**config.mk**
```make
export PLATFORM = sky130hd
export DESIGN_NAME = car_node_snapshot
export DESIGN_NICKNAME = d
export VERILOG_FILES = /design/src/rtl/car_node_snapshot.sv
export SDC_FILE = /design/constraint.sdc
export NUM_CORES = 2
export LEC_CHECK = 0
export CAP_MARGIN = 40
export CORE_UTILIZATION = 61
export DETAILED_ROUTE_END_ITERATION = 16
export GPL_ROUTABILITY_DRIVEN = 1
export GPL_TIMING_DRIVEN = 0
export HOLD_SLACK_MARGIN = 0.05
export PLACE_DENSITY = 0.81
export RECOVER_POWER = 25
export SYNTH_ARGS = -nofsm -noshare
export SYNTH_HDL_FRONTEND = slang
export SYNTH_SLANG_ARGS = --single-unit
export TNS_END_PERCENT = 100
```
**constraint.sdc**
```tcl
create_clock -name clk_in -period 37.1 [get_ports clk_in]
set_clock_uncertainty 0.15 [all_clocks]
set_input_delay 3.71 -clock clk_in [delete_from_list [all_inputs] [get_ports clk_in]]
set_output_delay 3.71 -clock clk_in [all_outputs]
set_load 0.02 [all_outputs]
```
**src/rtl/car_node_snapshot.sv**
```systemverilog
// car_node_snapshot: ping-pong snapshot of car node streams for display, with
// per-stream write counters and a 1-cycle registered read port.
// Optional feature macro: CAR_CAMERA_FOLLOW_EN (camera subtracts body centre of mass).
`default_nettype none

module car_node_snapshot #(
    parameter int NUM_WHEEL_NODES = 4,
    parameter int NUM_BODY_NODES  = 4,
    parameter int POSITION_SIZE   = 16,
    parameter int SCREEN_CX       = 512,
    parameter int SCREEN_CY       = 384,
    localparam int MAX_NODES = (NUM_WHEEL_NODES > NUM_BODY_NODES) ? NUM_WHEEL_NODES : NUM_BODY_NODES,
    localparam int IDX_W     = $clog2(MAX_NODES) + 1
) (
    input  logic                            clk_in,
    input  logic                            rst_in,
    input  logic signed [POSITION_SIZE-1:0] left_wheel_x,
    input  logic signed [POSITION_SIZE-1:0] left_wheel_y,
    input  logic                            left_wheel_valid,
    input  logic signed [POSITION_SIZE-1:0] right_wheel_x,
    input  logic signed [POSITION_SIZE-1:0] right_wheel_y,
    input  logic                            right_wheel_valid,
    input  logic signed [POSITION_SIZE-1:0] body_x,
    input  logic signed [POSITION_SIZE-1:0] body_y,
    input  logic                            body_valid,
    input  logic signed [POSITION_SIZE-1:0] com_x_in,
    input  logic signed [POSITION_SIZE-1:0] com_y_in,
    input  logic                            com_valid_in,
    input  logic                            all_done_in,
    input  logic                            frame_sync_in,
    input  logic [1:0]                      rd_sel,
    input  logic [IDX_W-1:0]                rd_idx,
    output logic signed [POSITION_SIZE-1:0] rd_x,
    output logic signed [POSITION_SIZE-1:0] rd_y,
    output logic                            rd_valid,
    output logic                            frame_swap,
    output logic [7:0]                      drop_count,
    output logic                            overflow
);

    localparam int P      = POSITION_SIZE;
    localparam int SLOT_W = IDX_W - 1;

    typedef enum logic [1:0] {
        ST_FILL  = 2'd0,
        ST_READY = 2'd1,
        ST_SKIP  = 2'd2
    } state_t;

    state_t             state_q, state_d;
    logic               stream_active_q, stream_active_d;
    logic [7:0]         drop_count_q, drop_count_d;
    logic               frame_swap_q;
    logic               overflow_q;
    logic               wr_bank_q;
    logic [IDX_W-1:0]   wr_cnt_q [3];
    // Set index matches rd_sel: 0 left wheel, 1 right wheel, 2 body.
    logic signed [P-1:0] node_x_q [2][3][MAX_NODES];
    logic signed [P-1:0] node_y_q [2][3][MAX_NODES];
    logic                rd_valid_q;
    logic signed [P-1:0] rd_x_q, rd_y_q;

    logic [2:0]          w_valid;
    logic signed [P-1:0] w_in_x [3];
    logic signed [P-1:0] w_in_y [3];
    logic                w_swap;
    logic signed [P-1:0] w_cam_x, w_cam_y;
    logic                w_rd_ok;
    logic [1:0]          w_rd_set;
    logic signed [P-1:0] w_node_x, w_node_y;

    function automatic logic [IDX_W-1:0] set_limit(input logic [1:0] s);
        return (s == 2'd2) ? IDX_W'(NUM_BODY_NODES) : IDX_W'(NUM_WHEEL_NODES);
    endfunction

    assign w_valid = {body_valid, right_wheel_valid, left_wheel_valid};
    assign w_in_x  = '{left_wheel_x, right_wheel_x, body_x};
    assign w_in_y  = '{left_wheel_y, right_wheel_y, body_y};

    always_comb begin
        state_d         = state_q;
        stream_active_d = stream_active_q;
        drop_count_d    = drop_count_q;
        w_swap          = 1'b0;
        case (state_q)
            ST_FILL: begin
                if (all_done_in) state_d = ST_READY;
            end
            ST_READY: begin
                if (all_done_in) begin
                    stream_active_d = 1'b0;
                    if (drop_count_q != 8'hFF) drop_count_d = drop_count_q + 8'd1;
                end else if (|w_valid) begin
                    stream_active_d = 1'b1;
                end
                // An update still streaming at swap time would land half-written; skip it.
                if (frame_sync_in) begin
                    w_swap          = 1'b1;
                    stream_active_d = 1'b0;
                    state_d = ((stream_active_q || (|w_valid)) && !all_done_in) ? ST_SKIP : ST_FILL;
                end
            end
            ST_SKIP: begin
                if (all_done_in) state_d = ST_FILL;
            end
            default: state_d = ST_FILL;
        endcase
    end

    always_ff @(posedge clk_in or posedge rst_in) begin
        if (rst_in) begin
            state_q         <= ST_FILL;
            stream_active_q <= 1'b0;
            drop_count_q    <= 8'd0;
            frame_swap_q    <= 1'b0;
        end else begin
            state_q         <= state_d;
            stream_active_q <= stream_active_d;
            drop_count_q    <= drop_count_d;
            frame_swap_q    <= w_swap;
        end
    end

    always_ff @(posedge clk_in or posedge rst_in) begin
        if (rst_in) begin
            wr_bank_q  <= 1'b0;
            overflow_q <= 1'b0;
            for (int s = 0; s < 3; s++) begin
                wr_cnt_q[s] <= '0;
                for (int b = 0; b < 2; b++) begin
                    for (int n = 0; n < MAX_NODES; n++) begin
                        node_x_q[b][s][n] <= '0;
                        node_y_q[b][s][n] <= '0;
                    end
                end
            end
        end else begin
            if (state_q == ST_FILL) begin
                for (int s = 0; s < 3; s++) begin
                    if (w_valid[s]) begin
                        if (wr_cnt_q[s] < set_limit(2'(s))) begin
                            node_x_q[wr_bank_q][s][wr_cnt_q[s][SLOT_W-1:0]] <= w_in_x[s];
                            node_y_q[wr_bank_q][s][wr_cnt_q[s][SLOT_W-1:0]] <= w_in_y[s];
                            wr_cnt_q[s] <= wr_cnt_q[s] + IDX_W'(1);
                        end else begin
                            overflow_q <= 1'b1;
                        end
                    end
                end
            end
            if (w_swap) wr_bank_q <= ~wr_bank_q;
            if (w_swap || (state_q == ST_SKIP && all_done_in)) begin
                for (int s = 0; s < 3; s++) wr_cnt_q[s] <= '0;
            end
        end
    end

`ifdef CAR_CAMERA_FOLLOW_EN
    logic signed [P-1:0] cam_pend_x_q, cam_pend_y_q;
    logic signed [P-1:0] cam_act_x_q, cam_act_y_q;

    // The swap copies the previously latched centre; a same-cycle com update waits for the next swap.
    always_ff @(posedge clk_in or posedge rst_in) begin
        if (rst_in) begin
            cam_pend_x_q <= '0;
            cam_pend_y_q <= '0;
            cam_act_x_q  <= '0;
            cam_act_y_q  <= '0;
        end else begin
            if (w_swap) begin
                cam_act_x_q <= cam_pend_x_q;
                cam_act_y_q <= cam_pend_y_q;
            end
            if (com_valid_in) begin
                cam_pend_x_q <= com_x_in;
                cam_pend_y_q <= com_y_in;
            end
        end
    end

    assign w_cam_x = cam_act_x_q;
    assign w_cam_y = cam_act_y_q;
`else
    logic unused_com;
    assign unused_com = ^{com_x_in, com_y_in, com_valid_in};
    assign w_cam_x    = '0;
    assign w_cam_y    = '0;
`endif

    always_comb begin
        w_rd_set = (rd_sel == 2'd3) ? 2'd0 : rd_sel;
        w_rd_ok  = (rd_sel != 2'd3) && (rd_idx < set_limit(rd_sel));
        w_node_x = node_x_q[~wr_bank_q][w_rd_set][rd_idx[SLOT_W-1:0]];
        w_node_y = node_y_q[~wr_bank_q][w_rd_set][rd_idx[SLOT_W-1:0]];
    end

    always_ff @(posedge clk_in or posedge rst_in) begin
        if (rst_in) begin
            rd_valid_q <= 1'b0;
            rd_x_q     <= '0;
            rd_y_q     <= '0;
        end else begin
            rd_valid_q <= w_rd_ok;
            if (w_rd_ok) begin
                rd_x_q <= w_node_x - w_cam_x + P'(SCREEN_CX);
                rd_y_q <= w_node_y - w_cam_y + P'(SCREEN_CY);
            end
        end
    end

    assign rd_x       = rd_x_q;
    assign rd_y       = rd_y_q;
    assign rd_valid   = rd_valid_q;
    assign frame_swap = frame_swap_q;
    assign drop_count = drop_count_q;
    assign overflow   = overflow_q;

endmodule

`default_nettype wire

```
Word level (Yosys, flattened, before mapping)
Index checks and enable logic that the tools add are counted.

Register bits: 824. Logic and storage cells: 200.

Add/sub/neg operators: 6. Bitwise operators: 8. Eq/ne operators: 8. $lt $le $gt $ge: 15. Reductions and logical operators: 26. Muxes and demuxes: 77.

Operators with widths (count): $mux 384 (16); $bwmux 384 (6); $mux 192 (7); $demux 192 s1 (3); $mux 64 (5); $bmux 64 s2 (2); $mux 128 (1); $mux 16 (7); $demux 16 s2 (3); $bmux 16 s2 (2); $mux 3 (6); $mux 9 (2); $add 16x10->16 const B (1); $add 16x11->16 const B (1); $ge 3x3->1 const B (5); $not 2->3 (5); $reduce_and 3->1 (5); $reduce_bool 2->1 (7); $lt 3x3->1 const B (4); $mux 1 (11); $mux 2 (5); $add 3x1->3 const B (3); $lt 3x1->1 const B (3); $add 8x1->8 const B (1); other kinds (16) (29).

Logic depth before layout (Yosys ltp)
Depth after elaboration: 18. Gate-level depth with buffers: 14.

Worst setup path after synthesis
OpenSTA, ideal clock, no wires.

Path type: input to register. Start: input rd_idx[0]. End: register rd_y_q[13] (netlist: rd_y[13]). Slack: 30.727 ns. Stages on the path: 14. Arrival time: 6.146 ns. Buffers on the path: 4. Setup time: 0.076 ns. Cell sequence: buf_4 -> buf_6 -> buf_6 -> buf_2 -> nor3b_1 -> o21ai_0 -> o2111ai_1 -> a32oi_1 -> inv_1 -> ha_1 -> o21bai_1 -> or4_1 -> xor2_1 -> o21ai_1.

Word-level cells in the longest chain between the ends: 5.

RTL lines: from (decl) (RTL line 32) `input logic [IDX_W-1:0] rd_idx,`; $not 2->3 (RTL line 194) `w_node_y = node_y_q[~wr_bank_q][w_rd_set][rd_idx[SLOT_W-1:0]];`; $bmux 16 s2 (RTL line 194); $mux 16 (implied by the code) (2 in series) (RTL line 194); $add 16x10->16 (RTL line 206) `rd_y_q <= w_node_y - w_cam_y + P'(SCREEN_CY);`; to (signal assigned) (RTL line 206); to (decl) (RTL line 61) `logic signed [P-1:0] rd_x_q, rd_y_q;`.

Several ways; a longest one is shown, not always the timed one. The select of a mux whose other input is x is not followed. A chain may end at the register's enable or synchronous reset.

==> metrics.md <==
| Metric | Value |
|---|---|
| GRT Util Overall | `35.4%` |
| Hold buffers post-CTS | `0` |
| Sw frac | `31.0%` |
| WHS Endpoint | `overflow` |
| Max Fclk | `64.1 MHz` |
| Flop-to-flop setup slack | `32.81 ns` |
| RSZ-0062 raised after global routing | `false` |
| Largest family of logic cells by synthesized area | `multiplexers` |
| Slew margin rel. | `-312%` |
| Crit path launch type | `input pin` |
| Netlist area before placement | `37500 µm²` |
| Failing checks | `max-capacitance violations, max-slew violations` |
| Status | `finished, violations left` |
| Buffers & Inverters on Critical Path | `4` |
| Number of global-route vias before repair | `25.6k` |
| CTS H-Tree Depth | `3` |
| Max-cap violations | `4` |
| Worst reg2reg startpoint | `wr_bank_q` |
| Avg Cell Area, Syn | `15.0 µm²` |
| Hold Path Depth | `2` |
| Leakage | `19.3 nW` |
| Combinational cell fraction of total power | `33.0%` |
| XOR/XNOR share of the synthesized area | `0.514%` |
| DRC Markers | `0` |
| Core Region | `60600 µm²` |
| Final worst slack | `21.49 ns` |
| Worst IR Drop VDD | `0.0000533 V` |
| Clock slew at reported path FFs | `0.06 ns` |
| FF+latch area | `20600 µm²` |
| Max Slew Vio Count | `402` |
| Average wire per standard cell | `30.1 µm` |
| I/O pins | `184` |
| Fraction of layout cells with a size suffix above 1 | `43.2%` |
| Commonest register cell after synthesis | `dfrtp_1` |
| Clock Latency Late Sink | `0.63 ns` |
| Post-Synth Simple-Gate Area | `3.28%` |
| Post-Synthesis Cells | `2499` |
| Hold_sp | `overflow` |
| P per Cell Area | `84.1 nW/µm²` |
| Sequential-to-total area share from yosys stat | `55.0%` |
| Yosys reg bits | `824` |
| Tcrit/Tclk final | `42.1%` |
| Post-synthesis adder-cell area fraction | `0.500%` |
| CP cell instances | `dlygate4sd3_1 > clkinvlp_2 > clkbuf_1 > clkbuf_1` |
| GP Congestion | `0.948` |
| Initial DRC count | `2291` |
| Min Tclk post-route | `15.61 ns` |
| Final Non-Filler Cells | `3598` |
| Worst Path Required | `36.17 ns` |
| Clock share of power | `24.6%` |
| Sequential power share | `42.5%` |
| Chip height | `250 µm` |
| Setup crit end kind | `asynchronous set/reset pin` |
| Setup TNS | `0 ns` |
| Fillers | `3927` |
| Synth Warn # | `0` |
| DP HPWL | `73900 µm` |
| Global-route wire length before repair | `162000 µm` |
| Sw Pwr | `0.00112 W` |
| Std-Cell Rows | `90` |
| Post-synth ARST share | `100%` |
| Worst hold path type | `reg2reg` |
| Syn Nets | `2655` |
| Clock Path Buffers | `3` |
| Worst setup slack after placement | `29.20 ns` |
| Initial antenna violation count | `11` |
| DIE AREA | `62500 µm²` |
| PortBufs | `149` |
| Placed Instances | `3442` |
| Crit Path Class | `in2async` |
| Final nets | `2903` |
| CTS sink cnt | `824` |
| Worst R2R End | `rd_x[0]` |
| Slowest cell on crit path | `clkbuf_1` |
| Crit-path max cell delay | `4.57 ns` |
| Area of the multi-input gates | `15900 µm²` |
| EDFF count, synth | `0` |
| Vias/cell | `6.64` |
| Final WL | `108000 µm` |
| Critical Path AT | `14.68 ns` |
| Crit path top cell by count | `clkbuf_1` |
| Count of final setup violators | `0` |
| Die Width | `250 µm` |
| Post-CTS setup buffers | `0` |
| Compound-Gate Fraction of Synth Area | `3.21%` |
| Iteration count of the initial detailed-routing pass | `6` |
| R2R depth | `9` |
| Post-CTS resize count | `0` |
| Family with the most delay on the worst path | `buffers and inverters` |
| Worst slew pin tran | `6.19 ns` |
| Synth-to-Final Area Change | `14.8%` |
| Largest net degree at the start of global routing | `129` |
| Yosys cell types | `66` |
| Internal | `0.00250 W` |
| Congestion Overflow GR | `0` |
| Starting Density | `61.9%` |
| Mux cell area share after synthesis | `35.0%` |
| Critical-path maximum fanout | `119` |
| TritonCTS clock tree | `yes` |
| Final Hold Viols | `0` |
| DR vias | `23.9k` |
| Antenna-violating nets left | `0` |
| CTS root buf | `clkbuf_16` |
| CTS Buf Count | `85` |
-- metal layers --
| layer | wire length, µm | vias up | part of all wire, % | global-route usage [%] |
|---|---|---|---|---|
| li1 | - | 9777 | - | - |
| met1 | 41800 | 12600 | 39 | 47.0 |
| met2 | 51800 | 1180 | 48 | 56.1 |
| met3 | 9460 | 310 | 8.7 | 7.73 |
| met4 | 5140 | 8 | 4.8 | 16.8 |
| met5 | 56 | - | 0.052 | 0 |
-- through the flow --
stage          total power (W)  cell area (µm²)  util [%]  hold slack [ns]
3_5_place_dp           0.00271            40200      66.4            0.308
3_3_place_gp           0.00262            40000      66.0            0.303
4_1_cts                0.00361            43100      71.2            0.323
2_1_floorplan          0.00231            37500         -            0.309
6_report               0.00362            43100      71.1            0.324
5_1_grt                0.00376            43100      71.1            0.340
-- cells by family (layout without fill, tap and decap cells) --
family                   count (synthesis)  count (layout)
AO/OA/AOI/OAI                          181             181
AND/OR/NAND/NOR                        266             266
adder cells (fa/ha/maj)                 15              15
multiplexers                          1011            1011
buffers and inverters                  180             491
flip-flops                             824             824
XOR/XNOR                                22              22
other                                    0               6
-- cells in the mapped netlist (6+ instances only) --
library cell / count / area, µm²
nand2b_1: 7 / 43.8
xnor2_1: 13 / 114
nand2_1: 129 / 484
inv_1: 19 / 71.3
mux4_2: 163 / 3670
buf_1: 7 / 26.3
xor2_1: 9 / 78.8
nor3_1: 10 / 50.1
o22ai_1: 13 / 81.3
a21oi_1: 45 / 225
ha_1: 15 / 188
dfrtp_1: 824 / 20600
a211o_1: 7 / 61.3
mux2i_1: 69 / 691
nor2_1: 57 / 214
o2111ai_1: 6 / 52.6
mux2_2: 775 / 8730
o221ai_1: 7 / 61.3
and3b_1: 9 / 78.8
buf_2: 110 / 551
buf_4: 20 / 150
clkbuf_1: 18 / 67.6
nor3b_1: 11 / 82.6
o21ai_0: 46 / 230
o21ai_1: 9 / 45.0
nand3_1: 13 / 65.1
and2_1: 6 / 37.5
-- worst max path at each step --
stage | startpoint | to | cells after the start
finish | rst_in | node_x_q[356] | 4
global placement | rst_in | node_x_q[116] | 2
detailed placement | rd_idx[1] | rd_x[0] | 10
floorplan | rst_in | drop_count[0] | 1
CTS | rd_idx[1] | rd_x[0] | 10
global route | rst_in | node_x_q[99] | 4
-- worst register-to-register path, cell delays in order (launching register included) --
cell and delay [ns]:
dfrtp_1 0.33, buf_4 0.20, buf_4 0.26, buf_2 0.50
buf_2 0.49, buf_2 0.57, mux4_2 0.43, mux4_2 0.59
a21oi_1 0.51, o21ai_1 0.12
-- registers in the layout (all words and copies together), names as in the netlist --
| register | count |
|---|---|
| overflow | 1 |
| rd_y | 16 |
| stream_active_q | 1 |
| rd_x | 16 |
| rd_valid | 1 |
| frame_swap | 1 |
| node_x_q | 384 |
| state_q | 2 |
| drop_count | 8 |
| node_y_q | 384 |
| wr_bank_q | 1 |
| wr_cnt_q | 9 |
-- power by group through the flow --
| stage | logic, W | registers (W) | clock network, W |
|---|---|---|---|
| after floorplan | 0.000818 | 0.00149 | 0 |
| after global routing | 0.00125 | 0.00158 | 0.000933 |
| after detailed placement | 0.00117 | 0.00154 | 0 |
| after CTS | 0.00118 | 0.00153 | 0.000898 |
| after global placement | 0.00112 | 0.00151 | 0 |
| final | 0.00119 | 0.00154 | 0.000890 |
-- final cells by class --
class	instances	area share, %
tap	782	2.27
sequential	824	47.9
clock buffer	131	6.07
clock inverter	19	0.697
timing repair buffer	161	3.86
multi-input combinational	1495	37.0
antenna	6	0.0349
buffer	161	2.00
inverter	19	0.168
-- placed cells by master (no fill, tap or decap), drive strengths merged, types with 15 or more instances in the layout --
cell / Yosys / routed
a21oi: 45 / 45
buf: 143 / 142
clkbuf: 18 / 162
clkdlybuf4s50: 0 / 143
dfrtp: 824 / 824
ha: 15 / 15
inv: 19 / 18
mux2: 779 / 779
mux2i: 69 / 69
mux4: 163 / 163
nand2: 129 / 129
nor2: 57 / 57
o21ai: 55 / 55
(Power assumes the default switching activity.)
